<file path="config.mk">
export PLATFORM = sky130hd
export DESIGN_NAME = pipeline_hazard_ctrl_flat
export DESIGN_NICKNAME = d
export VERILOG_FILES = /design/src/rtl/pipeline_hazard_ctrl_if.sv /design/src/rtl/pipeline_hazard_ctrl.sv /design/src/flat_wrapper.sv
export SDC_FILE = /design/constraint.sdc
export NUM_CORES = 1
export LEC_CHECK = 0
export BUFFER_PORTS_ARGS = -buffer_cell sky130_fd_sc_hd__buf_2
export CAP_MARGIN = 20
export CORE_MARGIN = 2
export CORE_UTILIZATION = 57
export DETAILED_ROUTE_END_ITERATION = 12
export GPL_ROUTABILITY_DRIVEN = 0
export GPL_TIMING_DRIVEN = 0
export MAX_ROUTING_LAYER = met4
export PLACE_DENSITY = 0.9
export RECOVER_POWER = 100
export SKIP_LAST_GASP = 1
export SYNTH_ARGS = -nofsm -noshare
export SYNTH_HDL_FRONTEND = slang
export SYNTH_SLANG_ARGS = --single-unit
</file>
<file path="constraint.sdc">
create_clock -name clk -period 8 [get_ports clk]
set_input_delay 1.2 -clock clk [delete_from_list [all_inputs] [get_ports clk]]
set_output_delay 1.2 -clock clk [all_outputs]
set_load 0.02 [all_outputs]
</file>
<file path="src/rtl/pipeline_hazard_ctrl_if.sv">
// Pipeline control bundle: hazard/handshake inputs from the datapath and the
// per-latch load/flush controls returned to it.
interface pipeline_hazard_ctrl_if;
  // Decode-stage sources and ID/EX latch control word
  logic [4:0] id_rs1;
  logic [4:0] id_rs2;
  logic       id_uses_rs1;
  logic       id_uses_rs2;
  logic [4:0] ex_rd;
  logic       ex_is_load;
  logic       ex_br_taken;
  // Memory handshakes
  logic       imem_read;
  logic       imem_resp;
  logic       dmem_read;
  logic       dmem_write;
  logic       dmem_resp;
  // Latch controls
  logic       pc_load;
  logic       if_id_load;
  logic       id_ex_load;
  logic       ex_mem_load;
  logic       mem_wb_load;
  logic       if_id_flush;
  logic       id_ex_flush;
  logic       ex_mem_flush;
  logic       mem_wb_flush;

  // Datapath side: reports hazards and handshakes, obeys the latch controls
  modport master (
    output id_rs1, id_rs2, id_uses_rs1, id_uses_rs2, ex_rd, ex_is_load,
           ex_br_taken, imem_read, imem_resp, dmem_read, dmem_write, dmem_resp,
    input  pc_load, if_id_load, id_ex_load, ex_mem_load, mem_wb_load,
           if_id_flush, id_ex_flush, ex_mem_flush, mem_wb_flush
  );

  // Control unit side
  modport slave (
    input  id_rs1, id_rs2, id_uses_rs1, id_uses_rs2, ex_rd, ex_is_load,
           ex_br_taken, imem_read, imem_resp, dmem_read, dmem_write, dmem_resp,
    output pc_load, if_id_load, id_ex_load, ex_mem_load, mem_wb_load,
           if_id_flush, id_ex_flush, ex_mem_flush, mem_wb_flush
  );
endinterface

</file>
<file path="src/rtl/pipeline_hazard_ctrl.sv">
// Pipeline hazard controller: load-use bubbles, memory-wait freeze and
// wrong-path squash for a 5-stage pipeline, with a condition FSM and
// wrapping stall-statistics counters.
module pipeline_hazard_ctrl #(
  parameter int CNT_W = 32
) (
  input  logic                clk,
  input  logic                rst,
  pipeline_hazard_ctrl_if.slave bus,
  input  logic                perf_clear,
  output logic [1:0]          ctrl_state,
  output logic [CNT_W-1:0]    perf_cycles,
  output logic [CNT_W-1:0]    perf_mem_stall,
  output logic [CNT_W-1:0]    perf_bubble,
  output logic [CNT_W-1:0]    perf_redirect
);

  // The state value doubles as the action taken in the cycle that enters it.
  typedef enum logic [1:0] {
    ST_RUN      = 2'd0,
    ST_MEM_WAIT = 2'd1,
    ST_BUBBLE   = 2'd2,
    ST_REDIRECT = 2'd3
  } state_e;

  state_e state_q, state_d;

  logic mem_stall;
  logic lu_hazard;

  logic [CNT_W-1:0] cycles_q, cycles_d;
  logic [CNT_W-1:0] mem_stall_cnt_q, mem_stall_cnt_d;
  logic [CNT_W-1:0] bubble_cnt_q, bubble_cnt_d;
  logic [CNT_W-1:0] redirect_cnt_q, redirect_cnt_d;

  logic [4:0] loads;    // {pc, if_id, id_ex, ex_mem, mem_wb}
  logic [3:0] flushes;  // {if_id, id_ex, ex_mem, mem_wb}

  // Hazard detection; x0 is hard-wired zero so it never creates a dependency
  always_comb begin
    mem_stall = (bus.imem_read & ~bus.imem_resp) |
                ((bus.dmem_read | bus.dmem_write) & ~bus.dmem_resp);
    lu_hazard = bus.ex_is_load && (bus.ex_rd != 5'd0) &&
                ((bus.id_uses_rs1 && (bus.id_rs1 == bus.ex_rd)) ||
                 (bus.id_uses_rs2 && (bus.id_rs2 == bus.ex_rd)));
  end

  // Next state: the action chosen this cycle, by priority
  always_comb begin
    // NOTE: every always_comb output gets a default first so no path can infer a latch.
    state_d = ST_RUN;
    if (rst)              state_d = ST_RUN;
    else if (mem_stall)   state_d = ST_MEM_WAIT;   // freeze holds any pending redirect/hazard
    else if (bus.ex_br_taken) state_d = ST_REDIRECT; // wrong-path ID instruction is squashed
    else if (lu_hazard)   state_d = ST_BUBBLE;
    else                  state_d = ST_RUN;
  end

  // State register
  always_ff @(posedge clk) begin
    // NOTE: sequential state uses non-blocking assignments so all flops update together.
    if (rst) state_q <= ST_RUN;
    else     state_q <= state_d;
  end

  // Latch controls: combinational from this cycle's action so they act on this edge
  always_comb begin
    loads   = 5'b11111;
    flushes = 4'b0000;
    if (rst) begin
      loads   = 5'b00000;
      flushes = 4'b1111;
    end else begin
      unique case (state_d)
        ST_MEM_WAIT: begin
          loads   = 5'b00000;
          flushes = 4'b0000;
        end
        ST_REDIRECT: begin
          loads   = 5'b11111;
          flushes = 4'b1100;
        end
        ST_BUBBLE: begin
          // Hold PC and IF/ID, push a bubble into ID/EX, let EX/MEM/WB drain
          loads   = 5'b00111;
          flushes = 4'b0100;
        end
        default: begin
          loads   = 5'b11111;
          flushes = 4'b0000;
        end
      endcase
    end
  end

  assign bus.pc_load      = loads[4];
  assign bus.if_id_load   = loads[3];
  assign bus.id_ex_load   = loads[2];
  assign bus.ex_mem_load  = loads[1];
  assign bus.mem_wb_load  = loads[0];
  assign bus.if_id_flush  = flushes[3];
  assign bus.id_ex_flush  = flushes[2];
  assign bus.ex_mem_flush = flushes[1];
  assign bus.mem_wb_flush = flushes[0];

  // Counter next values: wrap naturally, clear overrides the increment
  always_comb begin
    cycles_d        = cycles_q + CNT_W'(1);
    mem_stall_cnt_d = mem_stall_cnt_q + ((state_d == ST_MEM_WAIT) ? CNT_W'(1) : CNT_W'(0));
    bubble_cnt_d    = bubble_cnt_q    + ((state_d == ST_BUBBLE)   ? CNT_W'(1) : CNT_W'(0));
    redirect_cnt_d  = redirect_cnt_q  + ((state_d == ST_REDIRECT) ? CNT_W'(1) : CNT_W'(0));
    if (perf_clear) begin
      cycles_d        = '0;
      mem_stall_cnt_d = '0;
      bubble_cnt_d    = '0;
      redirect_cnt_d  = '0;
    end
  end

  // Counter registers
  always_ff @(posedge clk) begin
    if (rst) begin
      cycles_q        <= '0;
      mem_stall_cnt_q <= '0;
      bubble_cnt_q    <= '0;
      redirect_cnt_q  <= '0;
    end else begin
      cycles_q        <= cycles_d;
      mem_stall_cnt_q <= mem_stall_cnt_d;
      bubble_cnt_q    <= bubble_cnt_d;
      redirect_cnt_q  <= redirect_cnt_d;
    end
  end

  assign ctrl_state     = state_q;
  assign perf_cycles    = cycles_q;
  assign perf_mem_stall = mem_stall_cnt_q;
  assign perf_bubble    = bubble_cnt_q;
  assign perf_redirect  = redirect_cnt_q;

endmodule

</file>
<file path="src/flat_wrapper.sv">
// flat-port wrapper written by rule: the top's interface ports become plain ports
module pipeline_hazard_ctrl_flat 
#(
  parameter int CNT_W = 32
)
  (clk, rst, perf_clear, ctrl_state, perf_cycles, perf_mem_stall, perf_bubble, perf_redirect, bus_id_rs1, bus_id_rs2, bus_id_uses_rs1, bus_id_uses_rs2, bus_ex_rd, bus_ex_is_load, bus_ex_br_taken, bus_imem_read, bus_imem_resp, bus_dmem_read, bus_dmem_write, bus_dmem_resp, bus_pc_load, bus_if_id_load, bus_id_ex_load, bus_ex_mem_load, bus_mem_wb_load, bus_if_id_flush, bus_id_ex_flush, bus_ex_mem_flush, bus_mem_wb_flush);
  pipeline_hazard_ctrl_if bus_i ();
  input  logic clk;
  input  logic rst;
  input  logic perf_clear;
  output logic [1:0] ctrl_state;
  output logic [CNT_W-1:0] perf_cycles;
  output logic [CNT_W-1:0] perf_mem_stall;
  output logic [CNT_W-1:0] perf_bubble;
  output logic [CNT_W-1:0] perf_redirect;
  input wire logic [$bits(bus_i.id_rs1)-1:0] bus_id_rs1;
  input wire logic [$bits(bus_i.id_rs2)-1:0] bus_id_rs2;
  input wire logic [$bits(bus_i.id_uses_rs1)-1:0] bus_id_uses_rs1;
  input wire logic [$bits(bus_i.id_uses_rs2)-1:0] bus_id_uses_rs2;
  input wire logic [$bits(bus_i.ex_rd)-1:0] bus_ex_rd;
  input wire logic [$bits(bus_i.ex_is_load)-1:0] bus_ex_is_load;
  input wire logic [$bits(bus_i.ex_br_taken)-1:0] bus_ex_br_taken;
  input wire logic [$bits(bus_i.imem_read)-1:0] bus_imem_read;
  input wire logic [$bits(bus_i.imem_resp)-1:0] bus_imem_resp;
  input wire logic [$bits(bus_i.dmem_read)-1:0] bus_dmem_read;
  input wire logic [$bits(bus_i.dmem_write)-1:0] bus_dmem_write;
  input wire logic [$bits(bus_i.dmem_resp)-1:0] bus_dmem_resp;
  output wire logic [$bits(bus_i.pc_load)-1:0] bus_pc_load;
  output wire logic [$bits(bus_i.if_id_load)-1:0] bus_if_id_load;
  output wire logic [$bits(bus_i.id_ex_load)-1:0] bus_id_ex_load;
  output wire logic [$bits(bus_i.ex_mem_load)-1:0] bus_ex_mem_load;
  output wire logic [$bits(bus_i.mem_wb_load)-1:0] bus_mem_wb_load;
  output wire logic [$bits(bus_i.if_id_flush)-1:0] bus_if_id_flush;
  output wire logic [$bits(bus_i.id_ex_flush)-1:0] bus_id_ex_flush;
  output wire logic [$bits(bus_i.ex_mem_flush)-1:0] bus_ex_mem_flush;
  output wire logic [$bits(bus_i.mem_wb_flush)-1:0] bus_mem_wb_flush;
  assign bus_i.id_rs1 = bus_id_rs1;
  assign bus_i.id_rs2 = bus_id_rs2;
  assign bus_i.id_uses_rs1 = bus_id_uses_rs1;
  assign bus_i.id_uses_rs2 = bus_id_uses_rs2;
  assign bus_i.ex_rd = bus_ex_rd;
  assign bus_i.ex_is_load = bus_ex_is_load;
  assign bus_i.ex_br_taken = bus_ex_br_taken;
  assign bus_i.imem_read = bus_imem_read;
  assign bus_i.imem_resp = bus_imem_resp;
  assign bus_i.dmem_read = bus_dmem_read;
  assign bus_i.dmem_write = bus_dmem_write;
  assign bus_i.dmem_resp = bus_dmem_resp;
  assign bus_pc_load = bus_i.pc_load;
  assign bus_if_id_load = bus_i.if_id_load;
  assign bus_id_ex_load = bus_i.id_ex_load;
  assign bus_ex_mem_load = bus_i.ex_mem_load;
  assign bus_mem_wb_load = bus_i.mem_wb_load;
  assign bus_if_id_flush = bus_i.if_id_flush;
  assign bus_id_ex_flush = bus_i.id_ex_flush;
  assign bus_ex_mem_flush = bus_i.ex_mem_flush;
  assign bus_mem_wb_flush = bus_i.mem_wb_flush;
  pipeline_hazard_ctrl #(.CNT_W(CNT_W)) u_core (.clk(clk), .rst(rst), .bus(bus_i), .perf_clear(perf_clear), .ctrl_state(ctrl_state), .perf_cycles(perf_cycles), .perf_mem_stall(perf_mem_stall), .perf_bubble(perf_bubble), .perf_redirect(perf_redirect));
endmodule
</file>
# Word-level counts from Yosys, hierarchy flattened
# Index checks and enable logic that the tools add are counted.
# word_totals
ff_bits	130
inputBits	27
out_inout_bits	139
elab_cells	38
# classes
add_sub_neg	4
n_eq_ne	5
mux	11
bitwise	6
reduce_logical	7
# op_table
operator	n
$add A32 B32 Y32	3
$add A32 B1 Y32 const B	1
$eq A5 B5 Y1	2
$pmux W5 S2	1
$mux W2	4
$pmux W4 S2	1
$mux W5	1
$reduce_bool A5 Y1	1
$eq A2 B2 Y1 const B	2
$logic_and A1 B1 Y1	4
$mux W4	1
$mux W1	3
$and A1 B1 Y1	2
$eq A2 B1 Y1 const B	1
$not A1 Y1	2
$or A1 B1 Y1	2
$reduce_or A2 Y1	1
$logic_or A1 B1 Y1	1

# Logic depth before layout (Yosys ltp)
# Gate-level depths: netlist (run 1).
# logic_depth
word_depth	11
mapped_depth	12
mapped_depth_nobuf	11

# Worst setup path before layout (run 1)
# OpenSTA, ideal clock, no wires.
# synth_path
path_type	input port to output port
startpoint	in bus_ex_rd[0]
endpoint	out bus_pc_load
arrival_time_ps	2964
t_required_ps	6800
setup_slack_ps	3836
cell_stages	7
path_buffers	1
cell_sequence	or4_1 o21ai_0 nor3_1 a21o_1 ha_1 nor2b_1 buf_4
# synth_via
elab_chain_cells	11
word_cells_on_any_way	16
cone_classes	eq/ne: 4; mux: 6; reduce/logical: 6
# synth_lines
element	line	text
start, declared	flat_wrapper.sv:20	input wire logic [$bits(bus_i.ex_rd)-1:0] bus_ex_rd;
$eq A5 B5 Y1, on equally long branches	pipeline_hazard_ctrl.sv:44, pipeline_hazard_ctrl.sv:45	
$logic_and A1 B1 Y1, on equally long branches	pipeline_hazard_ctrl.sv:44, pipeline_hazard_ctrl.sv:45	
$logic_or A1 B1 Y1	pipeline_hazard_ctrl.sv:44	((bus.id_uses_rs1 && (bus.id_rs1 == bus.ex_rd)) ||
$logic_and A1 B1 Y1 *	pipeline_hazard_ctrl.sv:43	lu_hazard = bus.ex_is_load && (bus.ex_rd != 5'd0) &&
$mux W2 *	pipeline_hazard_ctrl.sv:55	else if (lu_hazard) state_d = ST_BUBBLE;
$mux W2 *	pipeline_hazard_ctrl.sv:54	else if (bus.ex_br_taken) state_d = ST_REDIRECT;
$mux W2 *	pipeline_hazard_ctrl.sv:53	else if (mem_stall) state_d = ST_MEM_WAIT;
$mux W2 *	pipeline_hazard_ctrl.sv:52	if (rst) state_d = ST_RUN;
named net u_core.state_d[1]	pipeline_hazard_ctrl.sv:26	state_e state_q, state_d;
$eq A2 B2 Y1 / $eq A2 B1 Y1 (equally long branches)	pipeline_hazard_ctrl.sv:74	unique case (state_d)
$pmux W5 S2 *	pipeline_hazard_ctrl.sv:74	
$mux W5 *	pipeline_hazard_ctrl.sv:70	if (rst) begin
end, declared	flat_wrapper.sv:28	output wire logic [$bits(bus_i.pc_load)-1:0] bus_pc_load;
# Mark *: on every way through the listed nets, which the timed path passes. The rest lies on a longest branch.

# Worst setup path in the final report (run 1)
# Same ends and word-level chain as after synthesis.

==> results.ini, run 1 <==
[sta]
rsz0062_at_grt=false
clock_skew_ps=5.74
worstMarginPinSlew_ps=794
hold_violations=0
setup_slack_ps=3390
period_needed_ps=4610
finalSetupViolations=0
finalMaxSlewViolations=0
tns_ps=0
max_freq_mhz=217
min_period_over_period_pct=57.6
slew_headroom_pct=46.9

[global_route]
grt_max_degree=17
globalRouteOverflowTotal=0
track_usage_pct=30.3
grt_pass1_vias=5748
grt_pass1_wl_um=27600
antenna_found_initial=0

[pwr]
ir_drop_v=0.000146
power_frac_clock_pct=55.5
switching_share_pct=20.4
p_switching_uw=322
p_int_mw=1.26
power_frac_comb_pct=3.3
total_power_mw=1.58
p_per_area_mw_per_mm2=204
seqPwrFrac_pct=41.1
p_leak_nw=2.35

[synth]
synthArstFlopShare_pct=0
ys.flop_type=dfxtp_1
syn_inst=741
avgSynthCellArea_um2=8.46
synth_xor_xnor_area_share_pct=7.69
synthMuxAreaShare_pct=0.639
synth-simple-area-share_pct=29.5
synth_edf_count=0
synth_nets=779
netlist_top_cells_area=dfxtp_1 (42%), xnor2_1 (5.6%), a21oi_1 (5.2%)
ys_warn_count=0
ys_types=41
synth_compound_area_share_pct=14.2
synth_top_family_by_area=simple AND/OR/NAND/NOR gates
yosysSeqAreaShare_pct=41.5
syn_area_mm2=0.00627
synthAdderAreaFrac_pct=2.20
synth_top_cell_by_area=dfxtp_1
synth_top_area_share_pct=41.5
ys_ff_latch=130

[place]
io_buffers=165
dpl.hpwl_um=11800
dp_slack_ps=3180
post_dp_cell_area_mm2=0.00727

[clocking]
clk_pin_slew_ps=60
tritoncts=done
cts_buffers=17
htreeDepth=4
root_buffer=clkbuf_8
clock-sinks=130
post_cts_buffers=0
clk_latency_ps=540
cts-hold-fix-buffers=0
cts_buffer_depth=2
post_cts_resized=0

[layout]
layout-drive-gt1-share_pct=7.78
antenna_cells=0
area_growth_pct=23.7
finalNetCount=963
fillers=907
fin_util_pct=71.8
final_area_mm2=0.00775

[floorplan]
pin_count=166
initial_core_util_pct=58.1
num_rows=38
die_area_mm2=0.0118
die_w_um=109
coreArea_mm2=0.0108
die_h_um=109

[routing]
post_drt_wl_per_cell_um=15.8
ant_nets=0
drtIter0Drc=517
vias_per_cell=5.98
drc_errors=0
num_vias=6445
dr.pass1.iters=5
wirelength_um=17000

[run]
cap_viol_max_count=0

[worst_setup_path]
cp_slowest_cell=or4_1
endpoint_kind=primary output
rr_worst_depth=7
cp_data_required_time_ps=6800
critPathMaxStageDelay_ps=530
cp_cell_sequence=clkbuf_1 -> or4_1 -> o21ai_0 -> nor3_1 -> a21o_1 -> ha_1 -> nor2b_1 -> buf_4 -> clkbuf_1
criticalPathCategory=input port to primary output
critPathLaunchType=input port
path_max_fanout=3
crit_arrival_ps=3410
crit_top_cell=clkbuf_1

[worst_hold_path]
min-delay-path-class=flop to flop
whs_path_depth=2

[outcome]
outcome=completed

## synthesized netlist by cell type (all sizes together), types with 6 or more instances
| master | n |
|---|---|
| or3 | 33 |
| nand2 | 48 |
| o21ai | 27 |
| and4 | 11 |
| inv | 24 |
| nor3 | 14 |
| clkbuf | 30 |
| or2 | 6 |
| o41ai | 6 |
| a21oi | 65 |
| dfxtp | 130 |
| ha | 11 |
| and2 | 9 |
| buf | 9 |
| xnor2 | 40 |
| nand3 | 47 |
| or4 | 43 |
| nand4 | 30 |
| nor2 | 59 |
| o31ai | 33 |
| xor2 | 15 |
| nor4 | 19 |
## cell usage in the layout (no fill, tap or decap), types with 3 or more instances in the layout
master / instances
o311ai_0: 4
nand4_1: 28
a21o_1: 3
and4_1: 11
o31ai_1: 33
or4_1: 43
clkbuf_8: 4
and3_1: 4
ha_1: 11
and2_1: 6
o21ai_0: 27
clkbuf_16: 16
dfxtp_1: 130
inv_1: 24
nand2_1: 48
clkinv_2: 3
nor4_1: 19
xor2_1: 15
and2_0: 3
a21oi_1: 65
bufinv_16: 6
nor2_1: 59
o21a_1: 4
or3_1: 33
or2_2: 6
buf_2: 29
clkbuf_1: 171
o41ai_1: 6
nand3_1: 47
buf_4: 3
xnor2_1: 40
nor3_1: 14
mux2i_1: 4
## power groups by stage
stage | registers (mW) | clock network [mW] | logic (mW)
after global placement | 0.665 | 0 | 0.0537
after floorplan | 0.666 | 0 | 0.0292
after global routing | 0.651 | 0.912 | 0.0584
after CTS | 0.651 | 0.883 | 0.0546
after detailed placement | 0.665 | 0 | 0.0545
final | 0.651 | 0.879 | 0.0528
## logic make-up (layout without fill, tap and decap cells)
family          count (synthesis)  in the layout
compound gates                148            148
xor+xnor                       55             55
fa+ha+maj                      11             11
buf+inv                        63            260
flops                         130            130
mux                             4              4
simple gates                  330            330
## critical path, delay by kind of cell
family | cells | cell delay [ps]
adders and majority gates | 1 | 260
and+or+nand+nor | 3 | 890
AOI/OAI and AO/OA | 2 | 570
buffers and inverters | 3 | 480
## per-stage QoR
stage          instances  hold WS, ps
2_1_floorplan        741          540
3_3_place_gp        1046          463
3_5_place_dp        1046          473
4_1_cts             1078          481
5_1_grt             1078          497
6_report            1078          477
## worst paths after layout
path                             from                        end  slack [ps]
max reg2reg  u_core.perf_mem_stall[0]  u_core.perf_mem_stall[30]        5440
min            u_core.perf_cycles[31]     u_core.perf_cycles[31]         480
max                      bus_ex_rd[0]                bus_pc_load        3390
min reg2reg    u_core.perf_cycles[31]     u_core.perf_cycles[31]         480
## per-layer routing
metal,vias to the layer above,routed length [um],track usage (%)
met5,-,0,-
li1,3119,-,-
met2,233,8220,48.2
met3,34,1120,5.86
met1,3059,7300,38.1
met4,0,378,11.6
## registers in the layout, indices dropped and copies added (netlist names)
name	flops
u_core.ctrl_state	2
u_core.perf_bubble	32
u_core.perf_cycles	32
u_core.perf_mem_stall	32
u_core.perf_redirect	32
## area by class of cell
type                       instances  area [um2]  area share (%)
clock inverter                    10         203            2.62
tap                              140         175            2.26
multi-input combinational        548        3390            43.7
buffer                            39         176            2.28
clock buffer                      22         463            5.97
inverter                          24        90.1            1.16
timing repair buffer             165         652            8.41
sequential                       130        2600            33.6
Power figures use the tool's default switching activity.
==> inputs of run 2 (changes only) <==
--- a/config.mk
+++ b/config.mk
@@ -8,12 +8,12 @@
 export BUFFER_PORTS_ARGS = -buffer_cell sky130_fd_sc_hd__buf_2
 export CAP_MARGIN = 20
 export CORE_MARGIN = 2
-export CORE_UTILIZATION = 57
+export CORE_UTILIZATION = 48
 export DETAILED_ROUTE_END_ITERATION = 12
 export GPL_ROUTABILITY_DRIVEN = 0
 export GPL_TIMING_DRIVEN = 0
 export MAX_ROUTING_LAYER = met4
-export PLACE_DENSITY = 0.9
+export PLACE_DENSITY = 0.82
 export RECOVER_POWER = 100
 export SKIP_LAST_GASP = 1
 export SYNTH_ARGS = -nofsm -noshare
==> constraint.sdc (replaced) <==
create_clock -name clk -period 4.15 [get_ports clk]
set_input_delay 0.6225 -clock clk [delete_from_list [all_inputs] [get_ports clk]]
set_output_delay 0.6225 -clock clk [all_outputs]
set_load 0.02 [all_outputs]
==> results.ini, run 2 (synthesis results as in run 1) <==
[routing]
drtIter0Drc=521  ; was 517
post_drt_wl_per_cell_um=15.7  ; was 15.8 um
drc_errors=0  ; unchanged
ant_nets=0  ; unchanged
num_vias=6354  ; was 6445
wirelength_um=17500  ; was 17000 um
vias_per_cell=5.73  ; was 5.98
dr.pass1.iters=6  ; was 5

[worst_setup_path]
r2r_start=u_core.perf_mem_stall[0]  ; unchanged
critPathMaxStageDelay_ps=610  ; was 530 ps
endpoint_kind=flop  ; was primary output
critPathLaunchType=input port  ; unchanged
r2r_setup_slack_ps=1710  ; was 5440 ps
criticalPathCategory=input port to flop  ; was input port to primary output
cp_slowest_cell=or4_4  ; was or4_1
path_max_fanout=10  ; was 3
crit_arrival_ps=3950  ; was 3410 ps
cp_cell_sequence=clkbuf_1 -> or4_1 -> o21ai_0 -> nor3_1 -> a21oi_1 -> ha_1 -> ha_1 -> ha_1 -> nand3_1 -> or4_4 -> clkbuf_1 -> o41ai_1 -> a21oi_1  ; was clkbuf_1 -> or4_1 -> o21ai_0 -> nor3_1 -> a21o_1 -> ha_1 -> nor2b_1 -> buf_4 -> clkbuf_1
crit_top_cell=ha_1  ; was clkbuf_1
cp_data_required_time_ps=4430  ; was 6800 ps
critPathLaunch=bus_ex_rd[0]  ; unchanged

[sta]
min_period_over_period_pct=88.4
period_needed_ps=3670
clock_skew_ps=6.58  ; was 5.74 ps
finalMaxSlewViolations=0  ; unchanged
hold_ws_ps=474  ; was 477 ps
max_freq_mhz=272
finalSetupViolations=0  ; unchanged
rsz0062_at_grt=false  ; unchanged
worstMarginPinSlew_ps=890  ; was 794 ps
hold_violations=0  ; unchanged
slew_headroom_pct=40.5  ; was 46.9%
tns_ps=0  ; unchanged

[layout]
layout_common_cells=clkbuf_1 (172), dfxtp_1 (130), a21oi_1 (65)  ; was clkbuf_1 (171), dfxtp_1 (130), a21oi_1 (65)
antenna_cells=0  ; unchanged
mostFrequentLayoutCell=clkbuf_1  ; unchanged
area_growth_pct=23.8  ; was 23.7%
multi_input_area_mm2=0.00339  ; about the same
layout.area.seq_mm2=0.00260  ; unchanged
layout-drive-gt1-share_pct=7.68  ; was 7.78%
fillers=1209  ; was 907
finalNetCount=963  ; unchanged

[floorplan]
num_rows=41  ; was 38
initial_core_util_pct=49.5  ; was 58.1%
die_h_um=118  ; was 109 um
die_area_mm2=0.0140  ; was 0.0118 mm2
pin_count=166  ; unchanged
coreArea_mm2=0.0127  ; was 0.0108 mm2
die_w_um=118  ; was 109 um

[outcome]
outcome=completed  ; unchanged

[clocking]
cts-hold-fix-buffers=0  ; unchanged
cts_buffer_depth=2  ; unchanged
root_buffer=clkbuf_16  ; was clkbuf_8
post_cts_resized=0  ; unchanged
clk_latency_ps=420  ; was 540 ps
clock-sinks=130  ; unchanged
htreeDepth=4  ; unchanged
post_cts_buffers=0  ; unchanged
tritoncts=done  ; unchanged
clk_pin_slew_ps=60  ; about the same
cts_buffers=17  ; unchanged

[global_route]
grt_pass1_wl_um=28600  ; was 27600 um
antenna_found_initial=0  ; unchanged
track_usage_pct=25.8  ; was 30.3%
grt_pass1_vias=5802  ; was 5748
grt_max_degree=17  ; unchanged
globalRouteOverflowTotal=0  ; unchanged

[pwr]
ir_drop_v=0.000266  ; was 0.000146 V
p_per_area_mw_per_mm2=384  ; was 204 mW/mm2
p_leak_nw=2.33  ; was 2.35 nW

[place]
io_buffers=165  ; unchanged
dpl.hpwl_um=12200  ; was 11800 um

[worst_hold_path]
hold_start=u_core.perf_bubble[31]  ; was u_core.perf_cycles[31]
min-delay-path-class=flop to flop  ; unchanged

[run]
cap_viol_max_count=0  ; unchanged

run 2: path summary, 6_finish.rpt:
check	to	cells past startpoint
max	u_core.perf_mem_stall[30]	13
min	u_core.perf_bubble[31]	2
max reg2reg	u_core.perf_mem_stall[30]	7
min reg2reg	u_core.perf_bubble[31]	2
run 2: final cells by class:
cell class,instances,share of cell area [%]
timing repair buffer,165,8.40
buffer,39,2.27
tap,172,2.77
multi-input combinational,548,43.7
clock buffer,21,5.80
inverter,24,1.16
sequential,130,33.5
clock inverter,10,2.35
run 2: critical path: cells and delay by family:
family                     cells  cell delay [ps]
and+or+nand+nor                4             1480
AOI/OAI and AO/OA              4              860
adders and majority gates      3              640
buffers and inverters          2              350
run 2: stage by stage:
step	cell area [um2]	util [%]	power, mW	setup slack (ps)	std cells
floorplan	6270	-	1.34	680	741
global placement	7310	57.7	1.39	38.3	1078
detailed placement	7310	57.7	1.39	47.7	1078
CTS	7940	62.7	3.00	477	1109
global route	7760	61.3	3.07	108	1109
finish	7760	61.3	2.98	480	1109
run 2: layer usage:
metal | track usage [%] | vias to the layer above | share of wire (%)
li1 | - | 3106 | -
met1 | 32.6 | 3014 | 44
met2 | 40.5 | 196 | 48
met3 | 5.07 | 38 | 5.0
met4 | 10.4 | 0 | 2.9
met5 | - | - | 0
run 2: report_power, final:
part           total [mW]  switching [mW]  leakage (nW)  internal [mW]
clock                1.63           0.551         0.299           1.08
combinational       0.104          0.0689         0.979         0.0353
sequential           1.25         0.00249          1.05           1.25
